**src/rtl/rx_byte_fifo.sv**
```systemverilog
// UART receive-side byte FIFO: a three-state capture FSM handshakes with the receiver
// (rdy/clr_rdy) and feeds a first-word-fall-through FIFO. Define RXF_WATERMARK_EN to add almost_full.
module rx_byte_fifo #(
  parameter int DEPTH = 8,
  parameter int CW    = $clog2(DEPTH) + 1
) (
  input  logic          clk,
  input  logic          rst,
  input  logic          rdy,
  input  logic [7:0]    rx_data,
  output logic          clr_rdy,
  input  logic          rd_en,
  output logic [7:0]    rd_data,
  output logic          empty,
  output logic          full,
  output logic [CW-1:0] count,
  output logic          overrun,
  input  logic          clr_ovr
`ifdef RXF_WATERMARK_EN
  ,
  output logic          almost_full
`endif
);

  localparam int PW = $clog2(DEPTH);

  typedef enum logic [1:0] {S_ARM, S_WAIT, S_ACK} state_t;

  state_t        state, state_nx;
  logic [7:0]    hold;
  logic [7:0]    mem [DEPTH];
  logic [PW-1:0] wr_ptr, rd_ptr;
  logic          push, pop, wr_ok, drop;

  always_comb begin
    state_nx = state;
    case (state)
      S_ARM:   if (!rdy) state_nx = S_WAIT;
      S_WAIT:  if (rdy)  state_nx = S_ACK;
      S_ACK:   state_nx = S_ARM;
      default: state_nx = S_ARM;
    endcase
  end

  // The byte is latched on leaving WAIT and committed at the end of ACK, so a
  // reset landing during ACK discards it together with the acknowledge.
  assign push  = (state == S_ACK);
  assign pop   = rd_en && !empty;
  assign wr_ok = push && (!full || pop);
  assign drop  = push && full && !pop;

  assign empty   = (count == '0);
  assign full    = (count == CW'(DEPTH));
  assign rd_data = mem[rd_ptr];

`ifdef RXF_WATERMARK_EN
  assign almost_full = (count >= CW'(DEPTH - 2));
`endif

  always_ff @(posedge clk) begin
    if (rst) begin
      state   <= S_ARM;
      clr_rdy <= 1'b0;
      wr_ptr  <= '0;
      rd_ptr  <= '0;
      count   <= '0;
      overrun <= 1'b0;
    end else begin
      state   <= state_nx;
      clr_rdy <= push;
      if (wr_ok) wr_ptr <= wr_ptr + PW'(1);
      if (pop)   rd_ptr <= rd_ptr + PW'(1);
      case ({wr_ok, pop})
        2'b10:   count <= count + CW'(1);
        2'b01:   count <= count - CW'(1);
        default: count <= count;
      endcase
      if (drop)         overrun <= 1'b1;
      else if (clr_ovr) overrun <= 1'b0;
    end
  end

  always_ff @(posedge clk) begin
    if (state == S_WAIT && rdy) hold <= rx_data;
    if (wr_ok && !rst)          mem[wr_ptr] <= hold;
  end

endmodule

```
**config.mk**
```make
export PLATFORM = sky130hd
export DESIGN_NAME = rx_byte_fifo
export DESIGN_NICKNAME = d
export VERILOG_FILES = /design/src/rtl/rx_byte_fifo.sv
export SDC_FILE = /design/constraint.sdc
export NUM_CORES = 1
export LEC_CHECK = 0
export BUFFER_PORTS_ARGS = -buffer_cell sky130_fd_sc_hd__buf_2
export CORE_ASPECT_RATIO = 1.5
export CORE_MARGIN = 8
export CORE_UTILIZATION = 25
export DETAILED_ROUTE_END_ITERATION = 7
export SLEW_MARGIN = 15
export SYNTH_ARGS = -nofsm -noshare
export SYNTH_HDL_FRONTEND = slang
export SYNTH_SLANG_ARGS = --single-unit
```
**constraint.sdc**
```tcl
create_clock -name clk -period 3.1 [get_ports clk]
set_clock_uncertainty 0.1 [all_clocks]
set_input_delay 0.93 -clock clk [delete_from_list [all_inputs] [get_ports clk]]
set_output_delay 0.93 -clock clk [all_outputs]
set_load 0.005 [all_outputs]
```
==> flow_metrics.py, run 1 <==
metrics = {
    "yosys": {
        "syn_area_um2": 3495,
        "yosys_warnings": 0,
        "synth_fp_nets": 218,
        "ys_seq_elements": 89,
        "synthMostInstantiatedCell": "edfxtp_1",
        "syn_inst": 202,
        "synth_cell_types": 37,
        "synth.top_cell.area_share_pct": 61.87,
        "synthFlopType": "edfxtp_1",
        "syn_area_per_cell_um2": 17.30,
        "synth_edf_count": 72,
        "yosysSeqAreaShare_pct": 71.61,
        "synth_area_leaders": "edfxtp_1, mux4_2, dfxtp_1",
        "async_flop_share_pct": 0,
        "synthTopCellsByCount": "edfxtp_1, nor2_1, dfxtp_1, mux4_2, mux2_2",
        "yosysTopAreaCell": "edfxtp_1",
    },
    "timing": {
        "rsz0062_at_grt": "false",
        "setup-tns-final_ps": 0,
        "finalSetupViolCount": 0,
        "tightestPinTransition_ps": 680.9,
        "fin_crit_ps": 2948,
        "min_period_over_period_pct": 95.11,
        "finalHoldViolations": 0,
        "fmax_ghz": 0.3392,
        "drv_slew": 0,
        "maxSlewHeadroom_pct": 54.11,
        "finalWorstSetupSlack_ps": 151.7,
    },
    "floorplan": {
        "initial_core_util_pct": 25.21,
        "fp.dieH_um": 160.8,
        "fp.dieArea_um2": 18100,
        "die-width_um": 112.5,
        "io_pins": 29,
        "num_rows": 53,
        "coreArea_um2": 13860,
    },
    "final_layout": {
        "fin_nets": 258,
        "fin_cells": 412,
        "insertedDiodeCount": 0,
        "area_growth_pct": 19.76,
        "drive_gt1_share_pct": 33.60,
    },
    "clock_network": {
        "cts_resized": 0,
        "cts_inserted_buffers": 9,
        "clk_latency_ps": 340,
        "cts_buffer_depth": 2,
        "cts_setup_buffers": 0,
        "clk_pin_slew_worst_paths_ps": 60,
        "cts_tree": "yes",
        "ctsRootBufferMaster": "clkbuf_16",
        "cts_hold_buffers": 0,
        "cts_max_level": 3,
        "cts_sinks": 89,
    },
    "grt": {
        "grt_pass1_vias": 1915,
        "grt_usage_pct": 7.767,
        "grt_start_max_net_pins": 19,
        "grt_pass1_wl_mm": 10.50,
        "antenna_found_initial": 0,
        "grt_overflow": 0,
    },
    "power_and_ir_drop": {
        "vdd_drop_max_v": 0.0003083,
        "power.leakage_nw": 1.435,
        "pwr_density_cell_nw_per_um2": 661.9,
    },
    "worst_setup_path": {
        "worstPathArrival_ps": 1920,
        "cp-end-kind": "output port",
        "critPathLaunchType": "flop",
        "worstPathRequired_ps": 2070,
        "cp_max_fo": 16,
        "crit_type": "flop to output port",
        "worstRegToRegCells": 7,
    },
    "routing": {
        "wirelength_mm": 6.512,
        "route.met2.wl_mm": 3.545,
        "vias_per_cell": 4.519,
        "top_layer": "met4",
        "dr.pass1.iters": 4,
        "drtAntennaViolNets": 0,
        "drt_iter0_drc": 120,
        "wl_per_cell_um": 15.81,
        "wl_met3_um": 231,
        "num_vias": 1862,
        "drc_errors": 0,
        "wl_met1_mm": 2.620,
    },
    "placed_design": {
        "place_ws_ps": 443.2,
        "dp_hpwl_mm": 4.469,
        "place.gp.congestion": 0.7383,
        "io_buffer_count": 28,
        "place_inst": 396,
    },
    "flow_run": {
        "maxCapViolations": 0,
    },
    "hold_path": {
        "holdCritPathClass": "flop to flop",
        "min_path_cells": 2,
    },
    "outcome": {
        "status": "complete, no violations",
    },
}
[worst paths after layout]
kind,end,startpoint,slack [ps]
worst max-delay path,rd_data[1],flop,150
worst min-delay path,overrun$_SDFFE_PP0P_,overrun$_SDFFE_PP0P_,380
worst max register to register,count[2]$_SDFFE_PP0P_,count[3]$_SDFFE_PP0P_,600
worst min register to register,overrun$_SDFFE_PP0P_,overrun$_SDFFE_PP0P_,380
[per-layer routing]
metal,vias up,global-route usage (%)
met5,-,0
met3,7,2.067
met1,946,8.329
li1,863,-
met2,46,13.74
met4,0,3.882
[area by class of cell]
class                      instances  area (µm²)
inverter                           2       7.507
timing repair buffer              40       230.2
tap                              165       206.4
clock inverter                     7       83.83
sequential                        89        2502
multi-input combinational        100       929.6
fill                            1344        9674
clock buffer                       9       225.2
[kinds of logic after synthesis]
logic type,count (synthesis),synth area share [%]
adder cells (fa/ha/maj),3,1.074
buffers and inverters,13,1.790
XOR/XNOR,6,1.504
flip-flops,89,71.61
multiplexers,28,14.11
AO/OA/AOI/OAI,12,2.578
AND/OR/NAND/NOR,51,7.340
[report_power, final]
part	internal (mW)	total, mW	switching [mW]
clock	0.640	1.10	0.459
combinational	0.181	0.332	0.151
sequential	1.31	1.34	0.0306
total	2.13	2.77	0.641
[worst max-delay path, cell delays in order (launching register included)]
cell and delay [ps]:
dfxtp_1 310, buf_4 300, mux4_2 560, mux2_2 280, buf_2 130
[state kept, by name (all words and copies together) (netlist names), named ones only]
signal	count
count	4
wr_ptr	3
overrun	1
rd_ptr	3
mem	64
hold	8
clr_rdy	1
state	2
[layout by cell type, fill, tap and decap left out, types with 3 or more instances in the layout]
cell        n
nor3_1      4
mux2_2      8
xor2_1      4
ha_1        3
buf_4      12
buf_2      28
nand3b_1    3
nand3_1     3
dfxtp_1    17
edfxtp_1   72
mux4_2     16
nand2_1     6
clkbuf_16   9
nand2b_1    4
inv_6       3
nor2b_1     3
a21oi_1     4
nor2_1     21
[through the flow]
stage / util [%] / power [mW] / cell area, µm² / hold WS (ps)
6_report: 30.20 / 2.770 / 4185 / 379.1
5_1_grt: 30.20 / 2.903 / 4185 / 400.5
4_1_cts: 30.20 / 2.812 / 4185 / 384.9
3_5_place_dp: 27.97 / 1.707 / 3876 / 374.2
3_3_place_gp: 27.97 / 1.703 / 3876 / 365.3
2_1_floorplan: - / 1.614 / 3495 / 359.8
(Power assumes the default switching activity.)
==> inputs of run 2 (changes only) <==
PLACE_DENSITY = 0.4   (was unset)
==> flow_metrics.py, run 2 (synthesis results as in run 1) <==
metrics = {
    "clock_network": {
        "clk_latency_ps": 330,
        "cts_buffer_depth": 2,
        "cts_tree": "yes",
        "clk_pin_slew_worst_paths_ps": 60,
        "cts_inserted_buffers": 9,
        "cts_resized": 0,
        "cts_hold_buffers": 0,
        "cts_max_level": 3,
        "cts_setup_buffers": 0,
        "cts_sinks": 89,
        "ctsRootBufferMaster": "clkbuf_16",
    },
    "timing": {
        "min_period_over_period_pct": 91.88,
        "maxSlewHeadroom_pct": 53.41,
        "rsz0062_at_grt": "false",
        "finalSetupViolCount": 0,
        "fin_crit_ps": 2848,
        "fmax_ghz": 0.3511,
        "tightestPinTransition_ps": 691.3,
        "finalHoldViolations": 0,
        "setup-tns-final_ps": 0,
        "drv_slew": 0,
    },
    "worst_setup_path": {
        "worstPathRequired_ps": 2070,
        "cp_num_buf_inv": 2,
        "max_stage_delay_ps": 510,
        "critPathLaunchType": "flop",
        "cp_max_fo": 16,
        "cp-end-kind": "output port",
        "worstPathArrival_ps": 1820,
        "cp_slowest_cell": "mux4_2",
        "path_delay_family": "multiplexers",
        "crit_chain": "buf_12 -> mux4_2 -> mux2_2 -> buf_2",
        "crit_type": "flop to output port",
    },
    "final_layout": {
        "insertedDiodeCount": 0,
        "top_regs": "mem (64), hold (8), count (4)",
        "regMostFlops": "mem",
        "fin_area_um2": 4177,
        "drive_gt1_share_pct": 32.39,
        "largest_reg_flops": 64,
        "final_cell_mix": "edfxtp_1, buf_2, nor2_1, dfxtp_1, mux4_2",
        "fin_nets": 258,
        "final_common_cell": "edfxtp_1",
        "area_growth_pct": 19.51,
    },
    "placed_design": {
        "placed_area_um2": 3889,
        "io_buffer_count": 28,
        "place.gp.congestion": 0.7097,
        "dp_hpwl_mm": 4.473,
    },
    "routing": {
        "dr.pass1.iters": 4,
        "drtAntennaViolNets": 0,
        "num_vias": 1806,
        "wl_per_cell_um": 16.84,
        "wirelength_mm": 6.938,
        "drt_iter0_drc": 65,
        "drc_errors": 0,
        "vias_per_cell": 4.383,
    },
    "flow_run": {
        "maxCapViolations": 0,
    },
    "outcome": {
        "status": "complete, no violations",
    },
    "power_and_ir_drop": {
        "vdd_drop_max_v": 0.0002550,
        "power.leakage_nw": 1.426,
        "pwr_density_cell_nw_per_um2": 655.1,
    },
    "floorplan": {
        "coreArea_um2": 13860,
        "initial_core_util_pct": 25.21,
        "num_rows": 53,
        "die-width_um": 112.5,
        "io_pins": 29,
        "fp.dieArea_um2": 18100,
        "fp.dieH_um": 160.8,
    },
    "grt": {
        "grt_pass1_wl_mm": 10.93,
        "grt_usage_pct": 8.113,
        "grt_overflow": 0,
        "grt_start_max_net_pins": 19,
        "grt_pass1_vias": 1938,
        "antenna_found_initial": 0,
    },
    "hold_path": {
        "holdCritPathClass": "flop to flop",
    },
}
run 2: where the power goes:
group          total (mW)  leakage, nW  switching (mW)  internal (mW)
Combinational       0.350        0.502           0.156          0.194
Sequential           1.34        0.786          0.0335           1.31
Clock                1.04        0.138           0.424          0.619
run 2: cell type report:
| type | count | area [µm²] |
|---|---|---|
| Sequential cell | 89 | 2502 |
| Multi-Input combinational cell | 100 | 929.6 |
| Clock buffer | 10 | 229.0 |
| Fill cell | 1364 | 9683 |
| Tap cell | 165 | 206.4 |
| Clock inverter | 6 | 58.81 |
| Inverter | 2 | 7.507 |
| Timing Repair Buffer | 40 | 242.7 |
run 2: path summary, 6_finish.rpt:
| path | endpoint | from | slack (ps) | cells after the start |
|---|---|---|---|---|
| hold reg to reg | overrun$_SDFFE_PP0P_ | overrun$_SDFFE_PP0P_ | 380 | 2 |
| setup reg to reg | count[2]$_SDFFE_PP0P_ | count[3]$_SDFFE_PP0P_ | 590 | 7 |
| setup / recovery | rd_data[2] | flop | 250 | 4 |
| hold / removal | overrun$_SDFFE_PP0P_ | overrun$_SDFFE_PP0P_ | 380 | 2 |
run 2: metrics by stage:
stage	setup slack (ps)	util, %	cells	power [mW]	hold slack, ps
2_1_floorplan	336.1	-	202	1.614	359.8
3_3_place_gp	438.7	28.06	396	1.733	360.8
3_5_place_dp	428.5	28.06	396	1.733	365.6
4_1_cts	210.7	30.13	412	2.786	379.1
5_1_grt	187.0	30.13	412	2.857	427.0
6_report	251.8	30.13	412	2.736	376.0
run 2: worst register-to-register path, delay by kind of cell, from the launching register on:
kind,cells,cell delay [ps]
simple gates,2,430
fa+ha+maj,1,210
xor+xnor,1,170
mux,1,310
compound gates,2,790
flops,1,400
run 2: routing by layer:
layer / GRT usage [%] / vias to the layer above / wire, µm
met5: 0 / - / 0
met3: 2.180 / 7 / 222
met2: 13.14 / 34 / 3383
li1: - / 861 / -
met4: 3.882 / 0 / 144
met1: 9.778 / 904 / 3188
